==> config.mk <==
export PLATFORM = sky130hd
export DESIGN_NAME = halfstrip_scan_sequencer
export DESIGN_NICKNAME = d
export VERILOG_FILES = /design/src/rtl/comptest_pkg.sv /design/src/rtl/scan_result_reg.sv /design/src/rtl/halfstrip_scan_sequencer.sv
export SDC_FILE = /design/constraint.sdc
export NUM_CORES = 1
export LEC_CHECK = 0
export ABC_AREA = 1
export BUFFER_PORTS_ARGS = -buffer_cell sky130_fd_sc_hd__buf_4
export CAP_MARGIN = 40
export CORE_MARGIN = 1.5
export CORE_UTILIZATION = 50
export CTS_CLUSTER_SIZE = 40
export DETAILED_ROUTE_END_ITERATION = 8
export GPL_TIMING_DRIVEN = 0
export PLACE_DENSITY = 0.77
export SLEW_MARGIN = 20
export SYNTH_ARGS = -nofsm -noshare
export SYNTH_HDL_FRONTEND = slang
export SYNTH_SLANG_ARGS = --single-unit
==> constraint.sdc <==
create_clock -name clock -period 5.5 [get_ports clock]
set_input_delay 0.825 -clock clock [delete_from_list [all_inputs] [get_ports clock]]
set_output_delay 0.825 -clock clock [all_outputs]
set_load 0.02 [all_outputs]
==> src/rtl/comptest_pkg.sv <==
// Shared definitions for the comparator-test scan logic.
//   scan_state_t  - 3-bit state encoding of the halfstrip scan sequencer
//   scan_result_t - one result record (halfstrip, three error counts, timeout flag)
//   HS_W / ERRCNT_W / WD_W - halfstrip, error-count and watchdog counter widths
package comptest_pkg;

  localparam int HS_W     = 5;
  localparam int ERRCNT_W = 16;
  localparam int WD_W     = 16;

  typedef enum logic [2:0] {
    S_IDLE       = 3'd0,
    S_SETUP      = 3'd1,
    S_FIRE       = 3'd2,
    S_WAIT_DONE  = 3'd3,
    S_DRAIN      = 3'd4,
    S_CAPTURE    = 3'd5,
    S_REPORT     = 3'd6,
    S_ABORT_WAIT = 3'd7
  } scan_state_t;

  typedef struct packed {
    logic [HS_W-1:0]     hs;
    logic [ERRCNT_W-1:0] thr;
    logic [ERRCNT_W-1:0] off;
    logic [ERRCNT_W-1:0] cmp;
    logic                timeout;
  } scan_result_t;

  // Halfstrip increment; the 5-bit result wraps 31 -> 0 so reversed ranges sweep through zero.
  function automatic logic [HS_W-1:0] next_hs(input logic [HS_W-1:0] hs);
    return hs + 1'b1;
  endfunction

endpackage

==> src/rtl/scan_result_reg.sv <==
// Result record register with valid/ready output handshake.
//   clock, reset - system clock, async active-high reset
//   i_load       - capture i_rec and raise o_valid
//   i_drop       - discard a pending record (abort); beats load and transfer
//   i_rec        - record to capture
//   i_ready      - consumer accepts the record
//   o_valid      - record available; o_rec held stable while high
//   o_rec        - registered record
//   o_xfer       - record is transferred on this clock edge
module scan_result_reg
  import comptest_pkg::*;
(
  input  logic         clock,
  input  logic         reset,
  input  logic         i_load,
  input  logic         i_drop,
  input  scan_result_t i_rec,
  input  logic         i_ready,
  output logic         o_valid,
  output scan_result_t o_rec,
  output logic         o_xfer
);

  logic         r_valid;
  scan_result_t r_rec;

  // A record offered in the same cycle as an abort is never transferred.
  assign o_xfer = r_valid & i_ready & ~i_drop;

  // NOTE: sequential state uses non-blocking assignments so every register samples
  // pre-edge values, independent of statement order.
  // NOTE: the record fields are reset too, so result outputs read 0 straight out of reset.
  always_ff @(posedge clock or posedge reset) begin
    if (reset) begin
      r_valid <= 1'b0;
      r_rec   <= '0;
    end else begin
      if (i_drop) begin
        r_valid <= 1'b0;
      end else if (i_load) begin
        r_valid <= 1'b1;
        r_rec   <= i_rec;
      end else if (o_xfer) begin
        r_valid <= 1'b0;
      end
    end
  end

  assign o_valid = r_valid;
  assign o_rec   = r_rec;

endmodule

==> src/rtl/halfstrip_scan_sequencer.sv <==
// Sequences the comparator injector over a halfstrip range and reports one record per halfstrip.
// For each halfstrip: select it and clear the error counters, let the mask settle, fire one
// pulse burst, wait for the pulser, drain the error pipeline, capture the three counts and
// hand the record out over valid/ready.
//   clock, reset          - system clock, async active-high reset
//   start, abort          - scan launch (rising edge in IDLE) / terminate (level)
//   hs_first, hs_last     - inclusive halfstrip range, sampled at launch
//   active_halfstrip, halfstrip_mask_en, fire_pulse, errcnt_rst - to the injector
//   pulser_ready, *_errcnt - from the injector
//   result_*              - result record and handshake
//   busy, done, aborted   - scan status
module halfstrip_scan_sequencer
  import comptest_pkg::*;
#(
  parameter int SETTLE_CYC = 16,
  parameter int DRAIN_CYC  = 4,
  parameter int WATCHDOG   = 65535
) (
  input  logic                clock,
  input  logic                reset,
  input  logic                start,
  input  logic                abort,
  input  logic [HS_W-1:0]     hs_first,
  input  logic [HS_W-1:0]     hs_last,
  output logic [HS_W-1:0]     active_halfstrip,
  output logic                halfstrip_mask_en,
  output logic                fire_pulse,
  input  logic                pulser_ready,
  output logic                errcnt_rst,
  input  logic [ERRCNT_W-1:0] thresholds_errcnt,
  input  logic [ERRCNT_W-1:0] offsets_errcnt,
  input  logic [ERRCNT_W-1:0] compout_errcnt,
  output logic                result_valid,
  input  logic                result_ready,
  output logic [HS_W-1:0]     result_hs,
  output logic [ERRCNT_W-1:0] result_thr,
  output logic [ERRCNT_W-1:0] result_off,
  output logic [ERRCNT_W-1:0] result_cmp,
  output logic                result_timeout,
  output logic                busy,
  output logic                done,
  output logic                aborted
);

  localparam int CNT_MAX = (SETTLE_CYC > DRAIN_CYC) ? SETTLE_CYC : DRAIN_CYC;
  localparam int CNT_W   = $clog2(CNT_MAX) + 1;
  localparam logic [CNT_W-1:0] SETTLE_LAST = CNT_W'(SETTLE_CYC - 1);
  localparam logic [CNT_W-1:0] DRAIN_LAST  = CNT_W'(DRAIN_CYC - 1);
  localparam logic [WD_W-1:0]  WD_LAST     = WD_W'(WATCHDOG - 1);

  scan_state_t      r_state;
  logic             r_start_d;
  logic [HS_W-1:0]  r_cur_hs;
  logic [HS_W-1:0]  r_last_hs;
  logic [HS_W-1:0]  r_active_hs;
  logic [CNT_W-1:0] r_cnt;
  logic [WD_W-1:0]  r_wd;
  logic             r_wd_flag;
  logic             r_fire;
  logic             r_errcnt_rst;
  logic             r_busy;
  logic             r_done;
  logic             r_aborted;

  logic         w_start_edge;
  logic         w_abort;
  logic         w_wd_expired;
  logic         w_load;
  logic         w_xfer;
  scan_result_t w_cap_rec;
  scan_result_t w_out_rec;

  assign w_start_edge = start & ~r_start_d;
  // ABORT_WAIT is already the abort path; re-entering it would restart its watchdog forever.
  assign w_abort      = abort & (r_state != S_IDLE) & (r_state != S_ABORT_WAIT);
  assign w_wd_expired = (r_wd == WD_LAST);
  assign w_load       = (r_state == S_CAPTURE);

  assign w_cap_rec.hs      = r_cur_hs;
  assign w_cap_rec.thr     = thresholds_errcnt;
  assign w_cap_rec.off     = offsets_errcnt;
  assign w_cap_rec.cmp     = compout_errcnt;
  assign w_cap_rec.timeout = r_wd_flag;

  scan_result_reg u_result (
    .clock   (clock),
    .reset   (reset),
    .i_load  (w_load),
    .i_drop  (w_abort),
    .i_rec   (w_cap_rec),
    .i_ready (result_ready),
    .o_valid (result_valid),
    .o_rec   (w_out_rec),
    .o_xfer  (w_xfer)
  );

  always_ff @(posedge clock or posedge reset) begin
    if (reset) begin
      r_state      <= S_IDLE;
      r_start_d    <= 1'b0;
      r_cur_hs     <= '0;
      r_last_hs    <= '0;
      r_active_hs  <= '0;
      r_cnt        <= '0;
      r_wd         <= '0;
      r_wd_flag    <= 1'b0;
      r_fire       <= 1'b0;
      r_errcnt_rst <= 1'b0;
      r_busy       <= 1'b0;
      r_done       <= 1'b0;
      r_aborted    <= 1'b0;
    end else begin
      r_start_d    <= start;
      r_done       <= 1'b0;
      r_errcnt_rst <= 1'b0;

      if (w_abort) begin
        r_state   <= S_ABORT_WAIT;
        r_fire    <= 1'b0;
        r_aborted <= 1'b1;
        r_wd      <= '0;
      end else begin
        case (r_state)
          S_IDLE: begin
            if (w_start_edge) begin
              r_state      <= S_SETUP;
              r_cur_hs     <= hs_first;
              r_active_hs  <= hs_first;
              r_last_hs    <= hs_last;
              r_aborted    <= 1'b0;
              r_busy       <= 1'b1;
              r_errcnt_rst <= 1'b1;
              r_wd_flag    <= 1'b0;
              r_cnt        <= '0;
            end
          end

          S_SETUP: begin
            if (r_cnt == SETTLE_LAST) begin
              r_state <= S_FIRE;
              r_fire  <= 1'b1;
              r_wd    <= '0;
            end else begin
              r_cnt <= r_cnt + 1'b1;
            end
          end

          S_FIRE, S_WAIT_DONE: begin
            r_wd <= r_wd + 1'b1;
            if (w_wd_expired) begin
              r_state   <= S_DRAIN;
              r_fire    <= 1'b0;
              r_wd_flag <= 1'b1;
              r_cnt     <= '0;
            end else if (r_state == S_FIRE) begin
              // The injector drops pulser_ready once it has accepted the debounced fire.
              if (!pulser_ready) begin
                r_state <= S_WAIT_DONE;
                r_fire  <= 1'b0;
              end
            end else if (pulser_ready) begin
              r_state <= S_DRAIN;
              r_cnt   <= '0;
            end
          end

          S_DRAIN: begin
            // Lets the last errors propagate through the injector's err->count pipeline.
            if (r_cnt == DRAIN_LAST) begin
              r_state <= S_CAPTURE;
            end else begin
              r_cnt <= r_cnt + 1'b1;
            end
          end

          S_CAPTURE: begin
            r_state <= S_REPORT;
          end

          S_REPORT: begin
            if (w_xfer) begin
              if (r_cur_hs == r_last_hs) begin
                r_state <= S_IDLE;
                r_busy  <= 1'b0;
                r_done  <= 1'b1;
              end else begin
                r_state      <= S_SETUP;
                r_cur_hs     <= next_hs(r_cur_hs);
                r_active_hs  <= next_hs(r_cur_hs);
                r_errcnt_rst <= 1'b1;
                r_wd_flag    <= 1'b0;
                r_cnt        <= '0;
              end
            end
          end

          S_ABORT_WAIT: begin
            if (pulser_ready || w_wd_expired) begin
              r_state <= S_IDLE;
              r_busy  <= 1'b0;
              r_done  <= 1'b1;
            end else begin
              r_wd <= r_wd + 1'b1;
            end
          end

          default: begin
            r_state <= S_IDLE;
            r_busy  <= 1'b0;
            r_fire  <= 1'b0;
          end
        endcase
      end
    end
  end

  assign active_halfstrip  = r_active_hs;
  assign halfstrip_mask_en = r_busy;
  assign busy              = r_busy;
  assign fire_pulse        = r_fire;
  assign errcnt_rst        = r_errcnt_rst;
  assign done              = r_done;
  assign aborted           = r_aborted;
  assign result_hs         = w_out_rec.hs;
  assign result_thr        = w_out_rec.thr;
  assign result_off        = w_out_rec.off;
  assign result_cmp        = w_out_rec.cmp;
  assign result_timeout    = w_out_rec.timeout;

endmodule
==> metrics.csv <==
stage,metric,value,unit
status,status,completed,
flow_run,maxCapViolCount,0,
yosys,ys_ff_latch,96,
sta,slew_headroom,57.7,%
critical_path,critPathCaptureType,flop,
finish,final_common_cell,buf_4,
floorplan,die-area,9980,um^2
sta,fmax,490,MHz
critical_path,worstSetupPathType,reg2reg,
critical_path,crit_start,r_wd[0]$_DFFE_PP0P_,
finish,area_growth_syn_to_layout,28.5,%
yosys,synth_edf_count,0,
yosys,synth_warnings,0,
sta,rsz0062_at_grt,false,
clocking,cts_resized,0,
route,dr.pass1.iters,4,
critical_path,reg2reg_to,r_wd[13]$_DFFE_PP0P_,
yosys,synth.top_cell.area_share,51.2,%
clocking,post-cts-setup-buffers,0,
floorplan,die_w,99.9,um
power,p_per_area,549,nW/um^2
clocking,cts-hold-fix-buffers,0,
floorplan,coreArea,9150,um^2
route,antenna_left,0,
route,drt-initial-drc-count,207,
clocking,cts.sinks,96,
floorplan,die_h,99.9,um
yosys,seq_area_frac_synth,51.2,%
critical_path,arrival,2280,ps
critical_path,timing.reg2reg.setup_slack,3460,ps
finish,num_antenna_cells,0,
power,p_leak,0.00304,uW
placement,post-place-ws,3410,ps
clocking,cts_tree,done,
sta,fin_ws,3460,ps
grt,overflow,0,
sta,finalCritPeriodShare,37.1,%
clocking,cts_buffer_depth,2,
route,wl_per_cell,14.6,um
critical_path,crit_slowest_cell,dfrtp_1,
sta,fin_tns_setup,0,ps
placement,hpwl,8480,um
sta,period_minus_slack,2040,ps
yosys,synth_ff_type,dfrtp_1,
power,vdd_drop_max,0.203,mV
finish,final_core_util,65.9,%
clocking,clock_tree.root_cell,clkbuf_8,
yosys,syn_inst,515,
placement,io_buffers,129,
finish,fillers,767,
placement,gp_congestion,0.962,
critical_path,critPathLaunchType,flop,
clocking,numCtsBuffers,9,
hold_path,min_path_type,in2async,
grt,antenna_found_initial,0,
grt,grt_max_degree,52,
yosys,synth_area,4700,um^2
route,drc,0,
sta,maxSlewViolCount,0,
grt,grt_pass1_wl,18300,um
route,vias_per_cell,5.18,
critical_path,path_max_fanout,10,
finish,layout_common_cells,"buf_4 (132), nand2_1 (130), dfrtp_1 (96)",
floorplan,rows,35,
floorplan,ioPinCount,130,
yosys,yosysUniqueCellTypes,37,
yosys,ys_top_cells_by_area,"dfrtp_1 (51%), mux2_2 (12%), nand2_1 (10%), inv_1 (4.0%), o21ai_0 (3.5%)",
clocking,path_clk_slew,100,ps
clocking,clk_latency,360,ps
yosys,synth_nets,584,
yosys,synth_top_cell_by_area,dfrtp_1,
finish,drive_gt1_share,34.2,%
critical_path,crit_required,5740,ps
sta,finClkSkew,15.3,ps
critical_path,r2r_start,r_wd[0]$_DFFE_PP0P_,
critical_path,crit_top_cell,nand2_1,
yosys,syn_avg_cell_area,9.12,um^2
critical_path,max_stage_delay,460,ps
sta,setup_viol,0,
sta,worst_pin_slew,630,ps
finish,nets,725,
floorplan,start_util,51.3,%
critical_path,crit_chain,inv_1 > ha_1 > nand3_1 > nor2_1 > nand2_2 > nand2_1 > a21oi_4 > inv_2 > buf_6 > nand2_1 > o21ai_1,
sta,hold_viol,0,
route,drt-total-wl,11200,um
yosys,synthArstFlopShare,100,%
clocking,htreeDepth,3,
critical_path,reg2reg_depth,11,
grt,grt_pass1_vias,3911,
route,via_count,3997,
grt,track_usage,23.0,%
[area by class of cell]
cell class	instances	area [um^2]	area share, %
Buffer	14	81.3	1.35
Clock buffer	9	124	2.05
Clock inverter	6	75.1	1.24
Inverter	53	204	3.38
Multi-Input combinational cell	352	2010	33.4
Sequential cell	96	2400	39.8
Tap cell	111	139	2.30
Timing Repair Buffer	130	996	16.5
[metal layers]
metal,up-vias,share of wire [%],GRT usage (%)
li1,1974,-,-
met1,1881,43,28.7
met2,123,50,40.6
met3,19,5.2,4.11
met4,0,1.7,7.58
met5,-,0,0
[registers in the layout, indices dropped and copies added (netlist names)]
name              flops
r_wd                 16
u_result.o_valid      1
r_state               3
done                  1
r_cnt                 5
r_wd_flag             1
u_result.o_rec       54
aborted               1
fire_pulse            1
busy                  1
r_start_d             1
r_last_hs             5
errcnt_rst            1
active_halfstrip      5
[kinds of logic (layout without fill, tap and decap cells)]
| logic type | after synthesis | after routing | share of synthesized area [%] |
|---|---|---|---|
| adders and majority gates | 5 | 5 | 1.33 |
| and+or+nand+nor | 237 | 237 | 22.1 |
| xor gates and xnor gates | 5 | 5 | 0.933 |
| muxes | 48 | 48 | 11.5 |
| buffers and inverters | 67 | 212 | 5.97 |
| DFF | 96 | 96 | 51.2 |
| AOI/OAI and AO/OA | 57 | 57 | 6.96 |
[worst max path at each step]
| stage | endpoint | cells after the start | slack [ps] |
|---|---|---|---|
| after floorplan | aborted$_DFFE_PP0P_ | 1 | 2170 |
| after global placement | r_wd[1]$_DFFE_PP0P_ | 2 | 1170 |
| after detailed placement | r_wd[10]$_DFFE_PP0P_ | 9 | 3410 |
| after CTS | r_wd[9]$_DFFE_PP0P_ | 11 | 3490 |
| after global routing | r_wd[9]$_DFFE_PP0P_ | 11 | 3290 |
| final | r_wd[13]$_DFFE_PP0P_ | 11 | 3460 |
[cell usage after synthesis, types with 2 or more instances]
library cell  instances
nand2_1             130
dfrtp_1              96
inv_1                50
mux2_2               48
nor2_1               41
o21ai_0              33
nand3_1              29
nand4_1              18
buf_2                 8
a21oi_1               6
o21ai_1               6
ha_1                  5
nor3_1                5
or2_2                 4
buf_4                 3
inv_2                 3
o21ai_2               3
xor2_1                3
clkbuf_1              2
nand2_2               2
nor2_2                2
o211ai_1              2
xnor2_1               2
[worst max-delay path: cells and delay by family (launching register included)]
kind / cells / cell delay (ps)
flops: 1 / 460
simple gates: 5 / 440
buf+inv: 3 / 420
compound gates: 2 / 330
fa+ha+maj: 1 / 250
[where the power goes]
group,internal [uW],total (uW),switching [uW]
combinational,707,1680,976
clock,216,474,258
sequential,982,1160,175
total,1900,3310,1410
[metrics by stage]
stage / cells / instance area, um^2 / power [uW] / hold slack [ps]
floorplan: 515 / 4700 / 2210 / 456
global route: 771 / 6030 / 3540 / 479
finish: 771 / 6030 / 3310 / 477
CTS: 771 / 6030 / 3330 / 478
global placement: 755 / 5800 / 2800 / 467
detailed placement: 756 / 5840 / 2850 / 472
Power figures use the tool's default switching activity.
